$ cat src/rtl/nor_reduce_pkg.sv
// Shared constants and elaboration-time helpers for the pipelined reduction tree.
// The helpers size the tree levels and place each level's vector on one flat bus.
package nor_reduce_pkg;

  localparam logic [1:0] MODE_NOR  = 2'd0;
  localparam logic [1:0] MODE_OR   = 2'd1;
  localparam logic [1:0] MODE_NAND = 2'd2;
  localparam logic [1:0] MODE_AND  = 2'd3;

  // Number of FANIN-input levels needed to bring width down to one bit (at least 1).
  function automatic int clog_fanin(input int width, input int fanin);
    int w;
    int lv;
    w  = width;
    lv = 0;
    while (w > 1) begin
      w  = (w + fanin - 1) / fanin;
      lv = lv + 1;
    end
    return (lv < 1) ? 1 : lv;
  endfunction

  // Vector width entering level k (k = LEVELS gives the final 1-bit width).
  function automatic int level_width(input int width, input int fanin, input int k);
    int w;
    w = width;
    for (int i = 0; i < k; i++) w = (w + fanin - 1) / fanin;
    return w;
  endfunction

  function automatic int level_offset(input int width, input int fanin, input int k);
    int off;
    off = 0;
    for (int i = 0; i < k; i++) off = off + level_width(width, fanin, i);
    return off;
  endfunction

  function automatic logic invert_result(input logic [1:0] m);
    return (m == MODE_NOR) || (m == MODE_NAND);
  endfunction

endpackage

$ cat src/rtl/reduce_stage.sv
// One tree level: FANIN-wide group reduce with identity padding, then the stage register.
// The stage loads whenever adv is high; data/mode only change when a real beat arrives.
module reduce_stage
  import nor_reduce_pkg::*;
#(
  parameter int IN_W  = 16,
  parameter int FANIN = 4
) (
  input  logic                                clk,
  input  logic                                rst,
  input  logic                                adv,
  input  logic                                up_valid,
  input  logic [1:0]                          up_mode,
  input  logic [IN_W-1:0]                     up_data,
  output logic                                valid_q,
  output logic [1:0]                          mode_q,
  output logic [(IN_W+FANIN-1)/FANIN-1:0]     data_q
);

  localparam int OUT_W = (IN_W + FANIN - 1) / FANIN;
  localparam int PAD_W = OUT_W * FANIN;

  logic [PAD_W-1:0] padded;
  logic [OUT_W-1:0] red;

  // mode[1] selects the AND class; its identity (1) fills the pad leaves, OR class pads with 0.
  always_comb begin
    padded            = {PAD_W{up_mode[1]}};
    padded[IN_W-1:0]  = up_data;
    red               = '0;
    for (int g = 0; g < OUT_W; g++) begin
      red[g] = up_mode[1] ? (&padded[g*FANIN +: FANIN]) : (|padded[g*FANIN +: FANIN]);
    end
  end

  // Reset mode is OR so that an uninverted zero reads out as QN=0.
  always_ff @(posedge clk) begin
    if (rst) begin
      valid_q <= 1'b0;
      data_q  <= '0;
      mode_q  <= MODE_OR;
    end else if (adv) begin
      valid_q <= up_valid;
      if (up_valid) begin
        data_q <= red;
        mode_q <= up_mode;
      end
    end
  end

endmodule

$ cat src/rtl/nor_reduce_pipe.sv
// Pipelined NOR/OR/NAND/AND reduction of a WIDTH-bit vector, one register per tree level.
// Handshake: a beat transfers on a rising edge where valid & ready are both high; ready never waits on valid.
module nor_reduce_pipe
  import nor_reduce_pkg::*;
#(
  parameter int WIDTH = 16,
  parameter int FANIN = 4
) (
  input  logic             clk,
  input  logic             rst,
  input  logic             in_valid,
  output logic             in_ready,
  input  logic [WIDTH-1:0] in,
  input  logic [1:0]       mode,
  output logic             out_valid,
  input  logic             out_ready,
  output logic             qn,
  output logic             busy
);

  localparam int LEVELS = clog_fanin(WIDTH, FANIN);
  localparam int BUS_W  = level_offset(WIDTH, FANIN, LEVELS + 1);

  // Segment k of dbus carries the vector entering level k; vbus/mbus index the same way.
  logic [BUS_W-1:0]      dbus;
  logic [LEVELS:0]       vbus;
  logic [2*LEVELS+1:0]   mbus;
  logic [LEVELS-1:0]     adv;
  logic                  chain;

  assign dbus[WIDTH-1:0] = in;
  assign vbus[0]         = in_valid;
  assign mbus[1:0]       = mode;

  // Ready ripples back from the output: a stage may load if it is empty or its successor moves.
  always_comb begin
    adv   = '0;
    chain = out_ready;
    for (int k = LEVELS - 1; k >= 0; k--) begin
      chain  = ~vbus[k+1] | chain;
      adv[k] = chain;
    end
  end

  for (genvar k = 0; k < LEVELS; k++) begin : g_stage
    localparam int IW = level_width(WIDTH, FANIN, k);
    localparam int OW = level_width(WIDTH, FANIN, k + 1);
    localparam int IO = level_offset(WIDTH, FANIN, k);
    localparam int OO = level_offset(WIDTH, FANIN, k + 1);

    reduce_stage #(.IN_W(IW), .FANIN(FANIN)) u_stage (
      .clk      (clk),
      .rst      (rst),
      .adv      (adv[k]),
      .up_valid (vbus[k]),
      .up_mode  (mbus[2*k +: 2]),
      .up_data  (dbus[IO +: IW]),
      .valid_q  (vbus[k+1]),
      .mode_q   (mbus[2*(k+1) +: 2]),
      .data_q   (dbus[OO +: OW])
    );
  end

  assign in_ready  = adv[0];
  assign out_valid = vbus[LEVELS];
  assign qn        = dbus[BUS_W-1] ^ invert_result(mbus[2*LEVELS +: 2]);
  assign busy      = |vbus[LEVELS:1];

endmodule
$ cat config.mk
export PLATFORM = sky130hd
export DESIGN_NAME = nor_reduce_pipe
export DESIGN_NICKNAME = d
export VERILOG_FILES = /design/src/rtl/nor_reduce_pkg.sv /design/src/rtl/reduce_stage.sv /design/src/rtl/nor_reduce_pipe.sv
export SDC_FILE = /design/constraint.sdc
export NUM_CORES = 1
export LEC_CHECK = 0
export ABC_AREA = 1
export BUFFER_PORTS_ARGS = -buffer_cell sky130_fd_sc_hd__buf_2
export CAP_MARGIN = 20
export CORE_MARGIN = 2
export CORE_UTILIZATION = 45
export DETAILED_ROUTE_END_ITERATION = 12
export PLACE_DENSITY = 0.76
export SKIP_CTS_REPAIR_TIMING = 1
export SLEW_MARGIN = 5
export SYNTH_ARGS = -nofsm -noshare
export SYNTH_HDL_FRONTEND = slang
export SYNTH_HIERARCHICAL = 1
export SYNTH_SLANG_ARGS = --single-unit
export TNS_END_PERCENT = 30
$ cat constraint.sdc
create_clock -name clk -period 1.8 [get_ports clk]
set_input_delay 0.36 -clock clk [delete_from_list [all_inputs] [get_ports clk]]
set_output_delay 0.36 -clock clk [all_outputs]
set_load 0.02 [all_outputs]
==> results.toml, run 1 <==
[yosys]
synthesis.area_per_instance_sq_um = 5.93
netlist_area_sq_um = 576
synth_warnings = 6
mappedNetlistNets = 119
post_synth_inst_count = 97

[grt]
grt_first_pass_wirelength_microns = 1930
grt_pass1_vias = 534
grt_use_total = 0.202
grt_antenna_before_repair = 0
maximum_number_of_pins_on_one_net_before_global_route_repair = 12
grt_overflow_total = 0

[cells_and_area]
fillerInstances = 115
drive_above_1_share = 0.266
syn2layout_area_growth_pct = 26.7
multi_input_comb_area_sq_um = 283
antennaDiodeCount = 0
finalNetCount = 148
regArea_sq_um = 200

[drt]
routed-via-count = 622
drc_errors = 0
antenna_left = 0
avgViaCountPerCell = 4.51
drt-pass1-iter-count = 4
postRouteWirelength_microns = 1170
route.detailed.wl_per_inst_microns = 8.49
detailedRoute.firstIterationViolations = 22

[clocking]
clock_tree_from_tritoncts = "yes"
clock-sinks = 10
worst_setup_hold_path_clk_slew_ps = 60
worst_skew_pair.late_latency_ps = 270
cts_root_buf = "sky130_fd_sc_hd__clkbuf_4"
cts_htree_levels = 1
clock_path_buffers = 2
cts_made_buffers = 3

[worst_hold_path]
min-delay-path-class = "in2reg"
min-delay-start = "rst"

[setup_path]
ff2ff_path_depth = 5
rr_startpoint = "g_stage[1].u_stage/valid_q"
timing.critical_path.arrival_ps = 1000
nature_of_the_critical_path_startpoint = "register"
cp_data_required_time_ps = 1440
worst-setup-path-type = "reg2out"
setup.reg_to_reg.worst_slack_ps = 700
cp-endpoint = "busy"
kind_of_end_point_of_the_critical_path = "primary output"
critical_path.startpoint = "g_stage[0].u_stage/valid_q"
critPathMaxFanout = 4
endpoint_of_the_worst_register_to_register_path = "g_stage[0].u_stage/mode_q[1]"

[floorplanning]
die_width_microns = 39.8
initial_core_util = 0.498
core_sq_um = 1160
design.die.area_sq_um = 1580
fp.dieH_microns = 39.8
row_count = 12
top_level_ports = 26

[status]
outcome = "completed"

[power]
pwr-share-clk = 0.297
net-switching-power_w = 0.000142
power_switching_share = 0.282
peakVddDrop_mv = 0.479
cell_area_power_density_nw_per_um2 = 688
power_frac_seq = 0.496
p_total_w = 0.000502
power.share.combinational = 0.207
internal_power_w = 0.000360
reported_leakage_power_nw = 0.435

[timing]
finalCriticalPeriod_ps = 1360
finalSetupTns_ps = 0
final-setup-viol-count = 0
worst-slew-pin-transition_ps = 182
hold_viol = 0
final.period_utilization = 0.753
final.setup_skew_ps = 3.26
fmax_ghz = 0.737
worst_slew_margin_rel = 0.878
final-max-slew-violation-count = 0
grt_setup_unrepaired = "no"

[placed_design]
place_congestion = 0.727
port_buffers = 25
dp.final_hpwl_microns = 951

[job]
max_cap_viol_count = 0
worst min path at each step:
stage                                   endpoint  slack (ps)  cells after the start
floorplan           g_stage[1].u_stage/mode_q[0]         430                      2
global placement    g_stage[1].u_stage/mode_q[0]         460                      2
detailed placement  g_stage[0].u_stage/mode_q[0]         470                      2
CTS                   g_stage[0].u_stage/valid_q         280                      2
global route          g_stage[1].u_stage/valid_q         290                      2
finish                g_stage[0].u_stage/valid_q         290                      2
critical path, cell delays in order, from the launching register on:
cell                      delay, ps
sky130_fd_sc_hd__dfxtp_1        330
sky130_fd_sc_hd__or2_1          240
sky130_fd_sc_hd__buf_2          160
metrics by stage:
step | util | hold WS [ps] | worst slack [ps] | cells | area [sq um]
CTS | 0.631 | 281 | 430 | 138 | 729
global placement | 0.611 | 463 | 652 | 135 | 707
floorplan | - | 429 | 441 | 97 | 576
detailed placement | 0.611 | 466 | 619 | 135 | 707
finish | 0.631 | 289 | 444 | 138 | 729
global route | 0.631 | 293 | 384 | 138 | 729
cell usage in the layout, fill, tap and decap left out, drive strengths merged:
cell / instances
nand2: 27
buf: 25
inv: 20
nor2: 15
dfxtp: 10
nand3: 8
a21oi: 8
o21ai: 6
clkbuf: 3
or2: 1
clkinv: 1
flip-flops by register name, summed over array words and instances (netlist names):
name                     flops
g_stage.u_stage/valid_q      2
g_stage.u_stage/mode_q       3
g_stage.u_stage/data_q       5
metal layers:
metal | part of all wire | GRT usage | vias up
met5 | 0 | 0 | -
met4 | 0.031 | 0.155 | 0
met3 | 0.052 | 0.0852 | 4
met2 | 0.45 | 0.332 | 14
met1 | 0.47 | 0.197 | 254
li1 | - | - | 350
power by group through the flow:
stage	clock (W)	sequential (W)	combinational, W
2_1_floorplan	0	0.000253	0.0000647
3_3_place_gp	0	0.000254	0.000101
3_5_place_dp	0	0.000254	0.000104
4_1_cts	0.000157	0.000249	0.000104
5_1_grt	0.000170	0.000251	0.000121
6_report	0.000149	0.000249	0.000104
area by class of cell:
type,instances,share of cell area
Clock buffer,3,0.0309
Multi-Input combinational cell,65,0.388
Tap cell,14,0.0240
Sequential cell,10,0.274
Timing Repair Buffer,25,0.172
Inverter,21,0.111
No activity file was read; power rests on OpenSTA's default activity.
==> run 2, diff against run 1 <==
--- a/config.mk
+++ b/config.mk
@@ -9,9 +9,9 @@
 export BUFFER_PORTS_ARGS = -buffer_cell sky130_fd_sc_hd__buf_2
 export CAP_MARGIN = 20
 export CORE_MARGIN = 2
-export CORE_UTILIZATION = 45
+export CORE_UTILIZATION = 40
 export DETAILED_ROUTE_END_ITERATION = 12
-export PLACE_DENSITY = 0.76
+export PLACE_DENSITY = 0.72
 export SKIP_CTS_REPAIR_TIMING = 1
 export SLEW_MARGIN = 5
 export SYNTH_ARGS = -nofsm -noshare
==> constraint.sdc (replaced) <==
create_clock -name clk -period 1.1 [get_ports clk]
set_input_delay 0.22 -clock clk [delete_from_list [all_inputs] [get_ports clk]]
set_output_delay 0.22 -clock clk [all_outputs]
set_load 0.02 [all_outputs]
==> run 2 against run 1 <==
- the flow now finishes with violations (negative setup slack)
- cell area rose by 12%
- final cell count grew 2.2%
- power grew 87%
- die area grew 11%
- wire length fell by 0.34%
- largest power group unchanged
- highest routed layer is now met3
==> results.toml, run 2 (synthesized netlist as in run 1, its figures left out) <==
[worst_hold_path]
min-delay-path-class = "in2reg"

[cells_and_area]
syn2layout_area_growth_pct = 42.2
fillerInstances = 122
finalInstanceArea_sq_um = 818
largest_reg_flops = 5
antennaDiodeCount = 0
finalNetCount = 149
drive_above_1_share = 0.317
final_common_cell = "sky130_fd_sc_hd__nand2_1"
final_cell_count_no_fill = 141
layout.core_utilization = 0.621
reg_top3 = "g_stage.u_stage/data_q x5, g_stage.u_stage/mode_q x3, g_stage.u_stage/valid_q x2"
regMostFlops = "g_stage.u_stage/data_q"
final_cell_mix = "sky130_fd_sc_hd__nand2_1 (25), sky130_fd_sc_hd__buf_2 (22), sky130_fd_sc_hd__inv_1 (18), sky130_fd_sc_hd__nor2_1 (15), sky130_fd_sc_hd__a21oi_1 (8)"

[timing]
hold_viol = 0
final.period_utilization = 1.09
holdWs_ps = 138
finalCriticalPeriod_ps = 1200
final-max-slew-violation-count = 0
fin_ws_ps = -104
finalSetupTns_ps = -188
worst-slew-pin-transition_ps = 201
final.setup_skew_ps = 7.40
grt_setup_unrepaired = "yes"
worst_slew_margin_rel = 0.866
fmax_ghz = 0.831
final-setup-viol-count = 3

[floorplanning]
initial_core_util = 0.437
core_sq_um = 1320
row_count = 13
die_width_microns = 41.9
fp.dieH_microns = 41.9
design.die.area_sq_um = 1760
top_level_ports = 26

[power]
cell_area_power_density_nw_per_um2 = 1150
reported_leakage_power_nw = 0.462
peakVddDrop_mv = 0.825

[setup_path]
timing.critical_path.arrival_ps = 980
setup.reg_to_reg.worst_slack_ps = 80
worst-setup-path-type = "reg2out"
cp_data_required_time_ps = 880
critPathMaxFanout = 2
kind_of_end_point_of_the_critical_path = "primary output"
nature_of_the_critical_path_startpoint = "register"

[drt]
met2_wirelength_microns = 571
postRouteWirelength_microns = 1170
detailedRoute.firstIterationViolations = 7
avgViaCountPerCell = 4.44
wl_met3_microns = 91
drc_errors = 0
detail_route.wirelength.met1_microns = 504
route.detailed.wl_per_inst_microns = 8.28
antenna_left = 0
routed-via-count = 626
drt-pass1-iter-count = 4
top_signal_layer_used = "met3"

[job]
max_cap_viol_count = 0

[clocking]
clock_tree_from_tritoncts = "yes"
worst_setup_hold_path_clk_slew_ps = 70
clock_path_buffers = 2
cts_made_buffers = 3
worst_skew_pair.late_latency_ps = 270
clock-sinks = 10
cts_root_buf = "sky130_fd_sc_hd__clkbuf_4"
cts_htree_levels = 1

[grt]
grt_overflow_total = 0
grt_pass1_vias = 546
grt_antenna_before_repair = 0
maximum_number_of_pins_on_one_net_before_global_route_repair = 12
grt_use_total = 0.147
grt_first_pass_wirelength_microns = 2000

[placed_design]
port_buffers = 25
place_congestion = 0.770
detailed_place.area_sq_um = 722
dp.final_hpwl_microns = 932
dpl.cell_count = 136

[status]
failed_checks = "negative setup slack"
outcome = "finished, violations left"
-- run 2: changes by cell type in the layout (fill, tap and decap cells not counted), moves of 2 or more --
cell,delta
sky130_fd_sc_hd__buf_2,-3
sky130_fd_sc_hd__buf_6,+3
sky130_fd_sc_hd__dfxtp_1,-3
sky130_fd_sc_hd__dfxtp_2,+2
-- run 2: where the power goes --
group / total [W] / internal [W] / switching (W)
clock: 0.000332 / 0.000201 / 0.000131
combinational: 0.000197 / 0.0000947 / 0.000102
sequential: 0.000409 / 0.000388 / 0.0000208
-- run 2: cell type report --
class	instances	area, sq um	area share
tap	15	18.8	0.0229
clock buffer	4	36.3	0.0443
timing repair buffer	26	164	0.200
sequential	10	206	0.252
multi-input combinational	65	304	0.372
inverter	21	88.8	0.109
-- run 2: metal layers --
layer  vias to the layer above  track usage
met4                         0       0.0194
met2                        19        0.247
met1                       257        0.164
li1                        350            -
met3                         0       0.0826
met5                         -            0
-- run 2: per-stage QoR --
stage,setup slack [ps],total power [W]
after CTS,-150,0.000926
after floorplan,14.8,0.000523
final,-104,0.000938
after global routing,-145,0.00101
after global placement,119,0.000584
after detailed placement,50.0,0.000589
-- run 2: path summary, 6_finish.rpt --
check                                               endpoint                         start  cells after the start
worst min register to register  g_stage[1].u_stage/mode_q[0]  g_stage[0].u_stage/mode_q[0]                      2
worst max-delay path                                    busy    g_stage[0].u_stage/valid_q                      2
worst min-delay path              g_stage[0].u_stage/valid_q                           rst                      2
worst max register to register  g_stage[0].u_stage/data_q[3]    g_stage[0].u_stage/valid_q                      7
-- run 2: worst max-delay path, cell delays in order (launching register included) --
cell,delay (ps)
sky130_fd_sc_hd__dfxtp_4,350
sky130_fd_sc_hd__or2_1,230
sky130_fd_sc_hd__buf_6,130
